`src/rtl/riscv_pkg.sv`:
```
// rtl/riscv_pkg.sv - shared constants and types for the instruction-fetch stage
//
// Purpose: one place for the datapath width, the reset PC default, the NOP
// encoding presented to decode when no instruction is held, and the fetch
// FSM state encoding.
package riscv_pkg;

  // Address/data width; the fetch path is written for 32 bits only.
  localparam int unsigned XLEN = 32;

  // Default PC loaded on reset when the top is not overridden.
  localparam logic [31:0] DEFAULT_RESET_PC = 32'h0000_0000;

  // addi x0, x0, 0
  localparam logic [31:0] NOP_INSTR = 32'h0000_0013;

  // Fetch FSM: ISSUE drives a request, WAIT holds for the response,
  // HOLD presents a word to decode until it is taken.
  typedef enum logic [1:0] {
    FS_ISSUE = 2'd0,
    FS_WAIT  = 2'd1,
    FS_HOLD  = 2'd2
  } fetch_state_e;

endpackage

```
`src/rtl/fetch_pc_gen.sv`:
```
// rtl/fetch_pc_gen.sv - fetch PC register with redirect / +4 / hold next-PC mux
//
// Purpose: owns the architectural fetch PC and the PC of the single
// outstanding memory request. The FSM in fetch_unit tells it when a request
// is granted (issue_i) and when a response is consumed (advance_i).
//
// Ports:
//   clk, rst_n            clock, asynchronous active-low reset
//   redirect_i            load redirect_pc_i into pc (highest priority)
//   redirect_pc_i         already-masked redirect target
//   issue_i               request granted this cycle: snapshot pc
//   advance_i             response accepted: pc <= pc_inflight + 4
//   pc_o                  current fetch PC
//   pc_inflight_o         PC of the request in flight
//   pc_inflight_plus4_o   pc_inflight + 4, modulo 2^XLEN
module fetch_pc_gen #(
  parameter int unsigned     XLEN     = 32,
  parameter logic [XLEN-1:0] RESET_PC = '0
) (
  input  logic            clk,
  input  logic            rst_n,
  input  logic            redirect_i,
  input  logic [XLEN-1:0] redirect_pc_i,
  input  logic            issue_i,
  input  logic            advance_i,
  output logic [XLEN-1:0] pc_o,
  output logic [XLEN-1:0] pc_inflight_o,
  output logic [XLEN-1:0] pc_inflight_plus4_o
);

  logic [XLEN-1:0] pc_q, pc_d;
  logic [XLEN-1:0] pc_inflight_q, pc_inflight_d;
  logic [XLEN-1:0] inflight_plus4;

  // Wraps naturally at the top of the address space.
  assign inflight_plus4 = pc_inflight_q + XLEN'(4);

  always_comb begin
    pc_d          = pc_q;
    pc_inflight_d = pc_inflight_q;
    if (redirect_i) begin
      pc_d = redirect_pc_i;
    end else if (advance_i) begin
      pc_d = inflight_plus4;
    end
    if (issue_i) begin
      pc_inflight_d = pc_q;
    end
  end

  always_ff @(posedge clk or negedge rst_n) begin
    if (!rst_n) begin
      pc_q          <= RESET_PC;
      pc_inflight_q <= RESET_PC;
    end else begin
      pc_q          <= pc_d;
      pc_inflight_q <= pc_inflight_d;
    end
  end

  assign pc_o                = pc_q;
  assign pc_inflight_o       = pc_inflight_q;
  assign pc_inflight_plus4_o = inflight_plus4;

endmodule

```
`src/rtl/fetch_unit.sv`:
```
// rtl/fetch_unit.sv - instruction-fetch stage: one outstanding imem request, valid/ready to decode
//
// Purpose: issues word-aligned fetches one at a time (req/gnt then rvalid),
// registers each returned word with its PC and PC+4 for decode, and applies
// execute redirects, discarding any response that belongs to a squashed fetch.
//
// Optional feature: FETCH_MISALIGN_CHK_EN. When defined, a redirect to a
// target with nonzero low bits issues no fetch; instead a NOP is presented
// with if_misalign=1 and the raw target in if_pc, and the stage then idles in
// HOLD until the next redirect. When undefined, redirect_pc[1:0] is ignored.
//
// Ports:
//   clk, rst_n        clock, asynchronous active-low reset
//   imem_req/addr     fetch request, word-aligned address
//   imem_gnt          request accepted
//   imem_rvalid/rdata response
//   redirect_valid/pc PC redirect from execute (highest priority)
//   if_valid/id_ready handshake to decode
//   if_instr/pc/pc_plus4  instruction, its PC and PC+4
//   if_misalign       (FETCH_MISALIGN_CHK_EN only) misaligned redirect trap
module fetch_unit #(
  parameter int unsigned     XLEN     = riscv_pkg::XLEN,
  parameter logic [XLEN-1:0] RESET_PC = riscv_pkg::DEFAULT_RESET_PC
) (
  input  logic            clk,
  input  logic            rst_n,
  output logic            imem_req,
  output logic [XLEN-1:0] imem_addr,
  input  logic            imem_gnt,
  input  logic            imem_rvalid,
  input  logic [31:0]     imem_rdata,
  input  logic            redirect_valid,
  input  logic [XLEN-1:0] redirect_pc,
  output logic            if_valid,
  input  logic            id_ready,
  output logic [31:0]     if_instr,
  output logic [XLEN-1:0] if_pc,
`ifdef FETCH_MISALIGN_CHK_EN
  output logic            if_misalign,
`endif
  output logic [XLEN-1:0] if_pc_plus4
);

  import riscv_pkg::*;

  localparam logic [1:0] ISSUE = FS_ISSUE;
  localparam logic [1:0] WAIT  = FS_WAIT;
  localparam logic [1:0] HOLD  = FS_HOLD;

  logic [1:0]      state_q, state_d;
  logic            kill_q, kill_d;
  logic            trap_q, trap_d;
  logic            valid_q, valid_d;
  logic [31:0]     instr_q, instr_d;
  logic [XLEN-1:0] out_pc_q, out_pc_d;
  logic [XLEN-1:0] out_pc4_q, out_pc4_d;

  logic            issue;
  logic            advance;
  logic            redirect_bad;
  logic [XLEN-1:0] redirect_tgt;
  logic [XLEN-1:0] pc;
  logic [XLEN-1:0] pc_inflight;
  logic [XLEN-1:0] pc_inflight_plus4;

  // Fetch targets are always word aligned.
  assign redirect_tgt = {redirect_pc[XLEN-1:2], 2'b00};

`ifdef FETCH_MISALIGN_CHK_EN
  logic misalign_q, misalign_d;
  assign redirect_bad = redirect_valid && (redirect_pc[1:0] != 2'b00);
`else
  logic unused_redirect_lsb;
  assign unused_redirect_lsb = ^redirect_pc[1:0];
  assign redirect_bad        = 1'b0;
`endif

  fetch_pc_gen #(
    .XLEN     (XLEN),
    .RESET_PC (RESET_PC)
  ) u_pc_gen (
    .clk                 (clk),
    .rst_n               (rst_n),
    .redirect_i          (redirect_valid),
    .redirect_pc_i       (redirect_tgt),
    .issue_i             (issue),
    .advance_i           (advance),
    .pc_o                (pc),
    .pc_inflight_o       (pc_inflight),
    .pc_inflight_plus4_o (pc_inflight_plus4)
  );

  always_comb begin
    state_d   = state_q;
    kill_d    = kill_q;
    trap_d    = trap_q;
    valid_d   = valid_q;
    instr_d   = instr_q;
    out_pc_d  = out_pc_q;
    out_pc4_d = out_pc4_q;
    issue     = 1'b0;
    advance   = 1'b0;
`ifdef FETCH_MISALIGN_CHK_EN
    misalign_d = misalign_q;
`endif

    case (state_q)
      ISSUE: begin
        // A grant always starts a memory transaction; if a redirect lands in
        // the same cycle the response must still be drained, but dropped.
        issue = imem_gnt;
        if (imem_gnt) begin
          state_d = WAIT;
          kill_d  = redirect_valid;
        end
      end

      WAIT: begin
        if (imem_rvalid) begin
          // Response retires the transaction; it is only delivered when no
          // redirect has touched this fetch.
          state_d = ISSUE;
          kill_d  = 1'b0;
          if (!redirect_valid && !kill_q) begin
            state_d   = HOLD;
            valid_d   = 1'b1;
            instr_d   = imem_rdata;
            out_pc_d  = pc_inflight;
            out_pc4_d = pc_inflight_plus4;
            advance   = 1'b1;
          end
        end else if (redirect_valid) begin
          kill_d = 1'b1;
        end
      end

      HOLD: begin
        if (redirect_valid) begin
          // Squash the held word even if decode is taking it this cycle.
          valid_d = 1'b0;
          trap_d  = 1'b0;
          state_d = ISSUE;
`ifdef FETCH_MISALIGN_CHK_EN
          misalign_d = 1'b0;
`endif
        end else if (id_ready) begin
          valid_d = 1'b0;
`ifdef FETCH_MISALIGN_CHK_EN
          misalign_d = 1'b0;
`endif
          // After a misalign trap the stage parks until execute redirects.
          if (!trap_q) begin
            state_d = ISSUE;
          end
        end
      end

      default: begin
        state_d = ISSUE;
        kill_d  = 1'b0;
        valid_d = 1'b0;
      end
    endcase

    // A misaligned redirect overrides everything above: no fetch, just a
    // marked NOP for decode to raise the exception on.
    if (redirect_bad) begin
      state_d   = HOLD;
      kill_d    = 1'b0;
      trap_d    = 1'b1;
      valid_d   = 1'b1;
      instr_d   = NOP_INSTR;
      out_pc_d  = redirect_pc;
      out_pc4_d = redirect_pc + XLEN'(4);
`ifdef FETCH_MISALIGN_CHK_EN
      misalign_d = 1'b1;
`endif
    end
  end

  always_ff @(posedge clk or negedge rst_n) begin
    if (!rst_n) begin
      state_q   <= ISSUE;
      kill_q    <= 1'b0;
      trap_q    <= 1'b0;
      valid_q   <= 1'b0;
      instr_q   <= NOP_INSTR;
      out_pc_q  <= '0;
      out_pc4_q <= '0;
    end else begin
      state_q   <= state_d;
      kill_q    <= kill_d;
      trap_q    <= trap_d;
      valid_q   <= valid_d;
      instr_q   <= instr_d;
      out_pc_q  <= out_pc_d;
      out_pc4_q <= out_pc4_d;
    end
  end

`ifdef FETCH_MISALIGN_CHK_EN
  always_ff @(posedge clk or negedge rst_n) begin
    if (!rst_n) begin
      misalign_q <= 1'b0;
    end else begin
      misalign_q <= misalign_d;
    end
  end

  assign if_misalign = misalign_q;
`endif

  // Gated with rst_n so no request is shown while reset is held.
  assign imem_req    = rst_n && (state_q == ISSUE);
  assign imem_addr   = pc & ~XLEN'(3);
  assign if_valid    = valid_q;
  assign if_instr    = instr_q;
  assign if_pc       = out_pc_q;
  assign if_pc_plus4 = out_pc4_q;

endmodule

```
`config.mk`:
```
export PLATFORM = sky130hd
export DESIGN_NAME = fetch_unit
export DESIGN_NICKNAME = d
export VERILOG_FILES = /design/src/rtl/riscv_pkg.sv /design/src/rtl/fetch_pc_gen.sv /design/src/rtl/fetch_unit.sv
export SDC_FILE = /design/constraint.sdc
export NUM_CORES = 1
export LEC_CHECK = 0
export ABC_CLOCK_PERIOD_IN_PS = 3400
export BUFFER_PORTS_ARGS = -buffer_cell sky130_fd_sc_hd__buf_2
export CAP_MARGIN = 20
export CORE_MARGIN = 2
export CORE_UTILIZATION = 50
export DETAILED_ROUTE_END_ITERATION = 10
export GPL_TIMING_DRIVEN = 0
export MAX_ROUTING_LAYER = met4
export PLACE_DENSITY = 0.83
export SYNTH_ARGS = -nofsm -noshare
export SYNTH_HDL_FRONTEND = slang
export SYNTH_SLANG_ARGS = --single-unit
```
`constraint.sdc`:
```
create_clock -name clk -period 3.4 [get_ports clk]
set_input_delay 0.17 -clock clk [delete_from_list [all_inputs] [get_ports clk]]
set_output_delay 0.17 -clock clk [all_outputs]
set_load 0.02 [all_outputs]
```
After elaboration in Yosys (flattened, before gate mapping):

Cells that the tools add are included.

* register bits: 164
* output and inout port bits: 130
* bits in writable memories: 0
* word-level logic and storage cells: 49
* memories: 0
* input bits: 70
* bits in latches: 0
* bits in read-only memories: 0

* multiplexer cells: 21
* bitwise operators: 2
* magnitude comparators: 0
* multipliers: 0
* shift operators: 0
* equal/unequal tests: 7
* add/sub/neg operators: 1
* reduce and logical (&&, ||, !) cells: 10
* div/mod/pow operators: 0

Operators with widths (count)
* two-way mux 32 bit: 2
* adder 32 x 3 -> 32 bit, second input constant: 1
* two-way mux 1 bit: 11
* two-way mux 2 bit: 5
* AND reduction 3 bit: 3
* != test 2 bit, second input constant: 3
* != test 3 bit, second input constant: 2
* one-hot mux 1 bit (3 select lines): 2
* one-hot mux 2 bit (3 select lines): 1
* AND reduction 4 bit: 1
* equality test 2 x 1 -> 1 bit, second input constant: 1
* equality test 2 bit, second input constant: 1
* logical AND 1 bit: 2
* zero test 1 bit: 2
* zero test 2 bit: 1
* NOT 1 bit: 2
* nonzero test 2 bit: 1

Longest topological paths before layout:

* depth in word-level cells: 7
* mapped depth: 8
* gate-level depth less buffers: 6

Cells and area by module:

A second synthesis with hierarchy kept.

* cell total of the unflattened synthesis: 530
* area, all modules: 7148.1 µm²

By module, submodules not included
* fetch_unit: cells each 226, area an instance 3824.9 µm², instances 1, sequential area each 2506.2 µm²
* fetch_pc_gen: cells each 304, area an instance 3323.2 µm², instances 1, sequential area each 1601.5 µm²

Worst setup path before layout:

OpenSTA, ideal clock, no wires.

* path kind: register to register
* from: register u_pc_gen.pc_inflight_q[2] (netlist: u_pc_gen.pc_inflight_o[2])
* to: register u_pc_gen.pc_q[26] (netlist: u_pc_gen.pc_o[26])
* path slack: 1622 ps
* library setup time: 140 ps
* cell stages (with the launch flop): 7
* required time: 3260 ps
* buffers on the path: 0
* arrival time: 1639 ps
* clock period less this slack: 1778 ps
* cells stage by stage: dfrtp_1 ha_1 nand3_1 nor4_4 nand4_1 xor2_1 o221ai_2

* word-level cells in the longest chain between the ends: 3

RTL lines
* start: declaration: RTL line fetch_pc_gen.sv:32 `logic [XLEN-1:0] pc_inflight_q, pc_inflight_d;`
* start signal: assignment: RTL line fetch_pc_gen.sv:57 `pc_inflight_q <= pc_inflight_d;`
* adder 32 x 3 -> 32 bit: RTL line fetch_pc_gen.sv:36 `assign inflight_plus4 = pc_inflight_q + XLEN'(4);`
* two-way mux 32 bit: RTL line fetch_pc_gen.sv:43 `end else if (advance_i) begin`
* two-way mux 32 bit: RTL line fetch_pc_gen.sv:41 `if (redirect_i) begin`
* end signal: assignment: RTL line fetch_pc_gen.sv:56 `pc_q <= pc_d;`
* end: declaration: RTL line fetch_pc_gen.sv:31 `logic [XLEN-1:0] pc_q, pc_d;`

No other way between the ends. The select of a mux whose other input is x is not followed.
A chain may end at the register's enable or synchronous reset.

Worst setup path in the final report:

Same ends and word-level chain as after synthesis.

==> impl_metrics.py <==
metrics = {
    "logic_synthesis": {
        "ys_seq_area_share_pct": 57.7,
        "synthFlopType": "dfrtp_1",
        "yosysTopAreaCell": "dfrtp_1",
        "async_flop_share_pct": 100,
        "yosys.cell_count.top_type": "nand2_1",
        "avgSynthCellArea_um2": 10.1,
        "synth.distinct_cells": 43,
        "ys_warn_count": 0,
        "yosys-top-cells-count": "279 x nand2_1, 159 x dfrtp_1, 34 x buf_4",
        "synth_edf_count": 0,
        "synth_top_area_share_pct": 56.5,
        "synth_area_leaders": "dfrtp_1 57%, nand2_1 15%, mux2_2 5.0%",
        "ys_ff_latch": 162,
        "synthCells": 700,
        "syn_area_mm2": 0.00704,
    },
    "routing": {
        "drt_pass1_iterations": 5,
        "drt-met1-wl_um": 8780,
        "top_layer": "met4",
        "ant_nets": 0,
        "post-route-drc-count": 0,
        "routedWlPerCell_um": 17.7,
        "wl_met3_um": 1100,
        "wirelength_um": 20700,
        "wl_met2_um": 10300,
        "viasPerCell": 5.15,
        "vias": 6016,
        "first_iter_violations": 464,
    },
    "timing": {
        "rsz0062_at_grt": "no",
        "setup_ws_ps": 982,
        "slew_viol_final": 0,
        "fin_crit_sh_pct": 71.1,
        "relSlewSlack_pct": 39.8,
        "final-setup-viol-count": 0,
        "fmax_mhz": 414,
        "worst_pin_slew_ps": 899,
        "period_needed_ps": 2420,
        "hold_viol": 0,
        "clock_skew_ps": 9.28,
    },
    "grt": {
        "grt_max_degree": 102,
        "grt_pass1_vias": 6113,
        "gr-total-overflow": 0,
        "grt_pass1_wl_um": 32000,
        "grt.total_usage_pct": 29.4,
        "antenna_found_initial": 0,
    },
    "clock_network": {
        "cts_sinks": 162,
        "post-cts-setup-buffers": 0,
        "clock_path_buffers": 2,
        "htreeDepth": 4,
        "cts_buffers": 17,
        "cts_tree": "yes",
        "clk_pin_slew_ps": 60,
        "clock_latency_ps": 440,
        "root_buffer": "clkbuf_16",
    },
    "power": {
        "p_comb_share_pct": 33.0,
        "p_leak_nw": 4.97,
        "clkPwrFrac_pct": 26.0,
        "intPower_mw": 4.81,
        "swShare_pct": 37.6,
        "ir_drop_uv": 424,
        "seq_power_share_pct": 41.0,
        "p_total_mw": 7.71,
        "power_density_mw_per_mm2": 812,
        "switchingPower_mw": 2.90,
    },
    "critical_path": {
        "cp.required_ps": 3690,
        "cp.arrival_ps": 2710,
        "cp-start-kind": "flip-flop",
        "crit_type": "flip-flop to flip-flop",
        "regToRegStartpoint": "u_pc_gen.pc_inflight_o[2]",
        "critPathCaptureType": "flip-flop",
        "cp_max_fo": 8,
        "timing.critical_path.buf_inv": 0,
        "startpoint": "u_pc_gen.pc_inflight_o[2]",
        "path_cells": "ha_1, nand3_1, nor4_4, nand4_1, xor2_1, o221ai_2",
        "cp_slowest_cell": "nor4_4",
        "cpPeakStageDelay_ps": 640,
        "critPathTopFamily": "simple AND/OR/NAND/NOR gates",
    },
    "placement": {
        "dpl.hpwl_um": 13200,
        "dp_slack_ps": 1130,
        "place_area_mm2": 0.00828,
        "gp_congestion": 0.842,
        "portBuffers": 195,
    },
    "floorplanning": {
        "die_width_um": 123,
        "core_area_mm2": 0.0138,
        "initial_utilization_pct": 50.9,
        "dieArea_mm2": 0.0150,
        "die_h_um": 123,
        "core.rowCount": 43,
        "io_pins": 200,
    },
    "layout": {
        "drive_gt1_share_pct": 32.4,
        "fin_area_mm2": 0.00950,
        "antennaDiodeCount": 0,
        "nets": 1047,
        "syn_to_final_growth_pct": 34.9,
    },
    "hold_path": {
        "min_path_type": "primary input to flip-flop",
        "hold_path_startpoint": "redirect_pc[22]",
    },
    "flow_run": {
        "maxCapViolCount": 0,
    },
    "run_status": {
        "status": "finished clean",
    },
}
-- flip-flops by register name, indices dropped and copies added (netlist names) --
register / cells
u_pc_gen.pc_o: 32
if_pc_plus4: 30
kill_q: 1
if_pc: 32
u_pc_gen.pc_inflight_o: 32
state_q: 2
if_valid: 1
if_instr: 32
-- cell type report --
class                      count  area, µm²
buffer                        71        410
clock buffer                  23        488
clock inverter                 9        128
fill                        1020       4330
inverter                       5       18.8
multi-input combinational    463       2550
sequential                   162       4060
tap                          180        225
timing repair buffer         256       1610
-- worst reg2reg max path, delay by kind of cell, from the launching register on --
family / cells / cell delay [ps]
AOI/OAI and AO/OA: 1 / 150
xor gates and xnor gates: 1 / 320
adders and majority gates: 1 / 230
DFF: 1 / 480
and+or+nand+nor: 3 / 1090
-- layout by cell type (no fill, tap or decap), types with 9 or more instances in the layout --
cell / synthesis / routed
dlygate4sd3_1: 0 / 60
o21ai_0: 16 / 16
clkbuf_16: 0 / 17
buf_4: 34 / 34
nand2_1: 279 / 279
buf_2: 12 / 206
nor2_1: 14 / 14
a21o_1: 9 / 9
dfrtp_1: 159 / 159
xor2_1: 18 / 18
xnor2_1: 9 / 9
o221ai_1: 12 / 12
clkbuf_1: 18 / 20
mux2_2: 31 / 31
-- power groups by stage --
stage | clock (mW) | sequential, mW | combinational (mW)
after global routing | 2.09 | 3.24 | 2.77
final | 2.00 | 3.16 | 2.54
after CTS | 2.00 | 3.15 | 2.54
after floorplan | 0 | 3.69 | 0.967
after detailed placement | 0 | 3.15 | 2.47
after global placement | 0 | 3.13 | 2.40
-- layer usage --
metal  global-route usage [%]  up-vias
met2                     47.9      235
met3                     5.95       36
met1                     36.6     2912
met4                     11.0        0
met5                        -        -
li1                         -     2833
-- worst paths after layout --
| path | to | slack [ps] | depth (start not counted) |
|---|---|---|---|
| max in group asynchronous | if_instr[1] | 2290 | 3 |
| min in group asynchronous | if_pc_plus4[9] | 270 | 2 |
| min | u_pc_gen.pc_o[22] | 2 | 3 |
| max | u_pc_gen.pc_o[26] | 980 | 6 |
| max reg2reg | u_pc_gen.pc_o[26] | 980 | 6 |
| min reg2reg | if_instr[4] | 460 | 2 |
-- cells by family after synthesis --
kind of cell | Yosys count | share of synthesized area (%)
simple gates | 331 | 20.2
other cells | 1 | 0.0533
buf+inv | 76 | 6.10
flops | 162 | 57.7
xor+xnor | 27 | 3.36
fa+ha+maj | 1 | 0.178
mux | 32 | 5.10
compound gates | 70 | 7.40
-- stage by stage --
stage / utilization (%) / instances / TNS [ps] / hold slack, ps
3_5_place_dp: 59.9 / 1077 / 0 / 140
6_report: 68.7 / 1169 / 0 / 2.07
3_3_place_gp: 59.6 / 1076 / -39940 / 359
2_1_floorplan: - / 701 / 0 / -126
5_1_grt: 68.7 / 1169 / 0 / 16.0
4_1_cts: 68.7 / 1169 / 0 / 3.04
-- timing repair --
action,in CTS,in global routing
hold endpoints to repair,120,0
hold buffers,60,0
gates resized for setup,0,0
No activity file was read; power rests on OpenSTA's default activity.
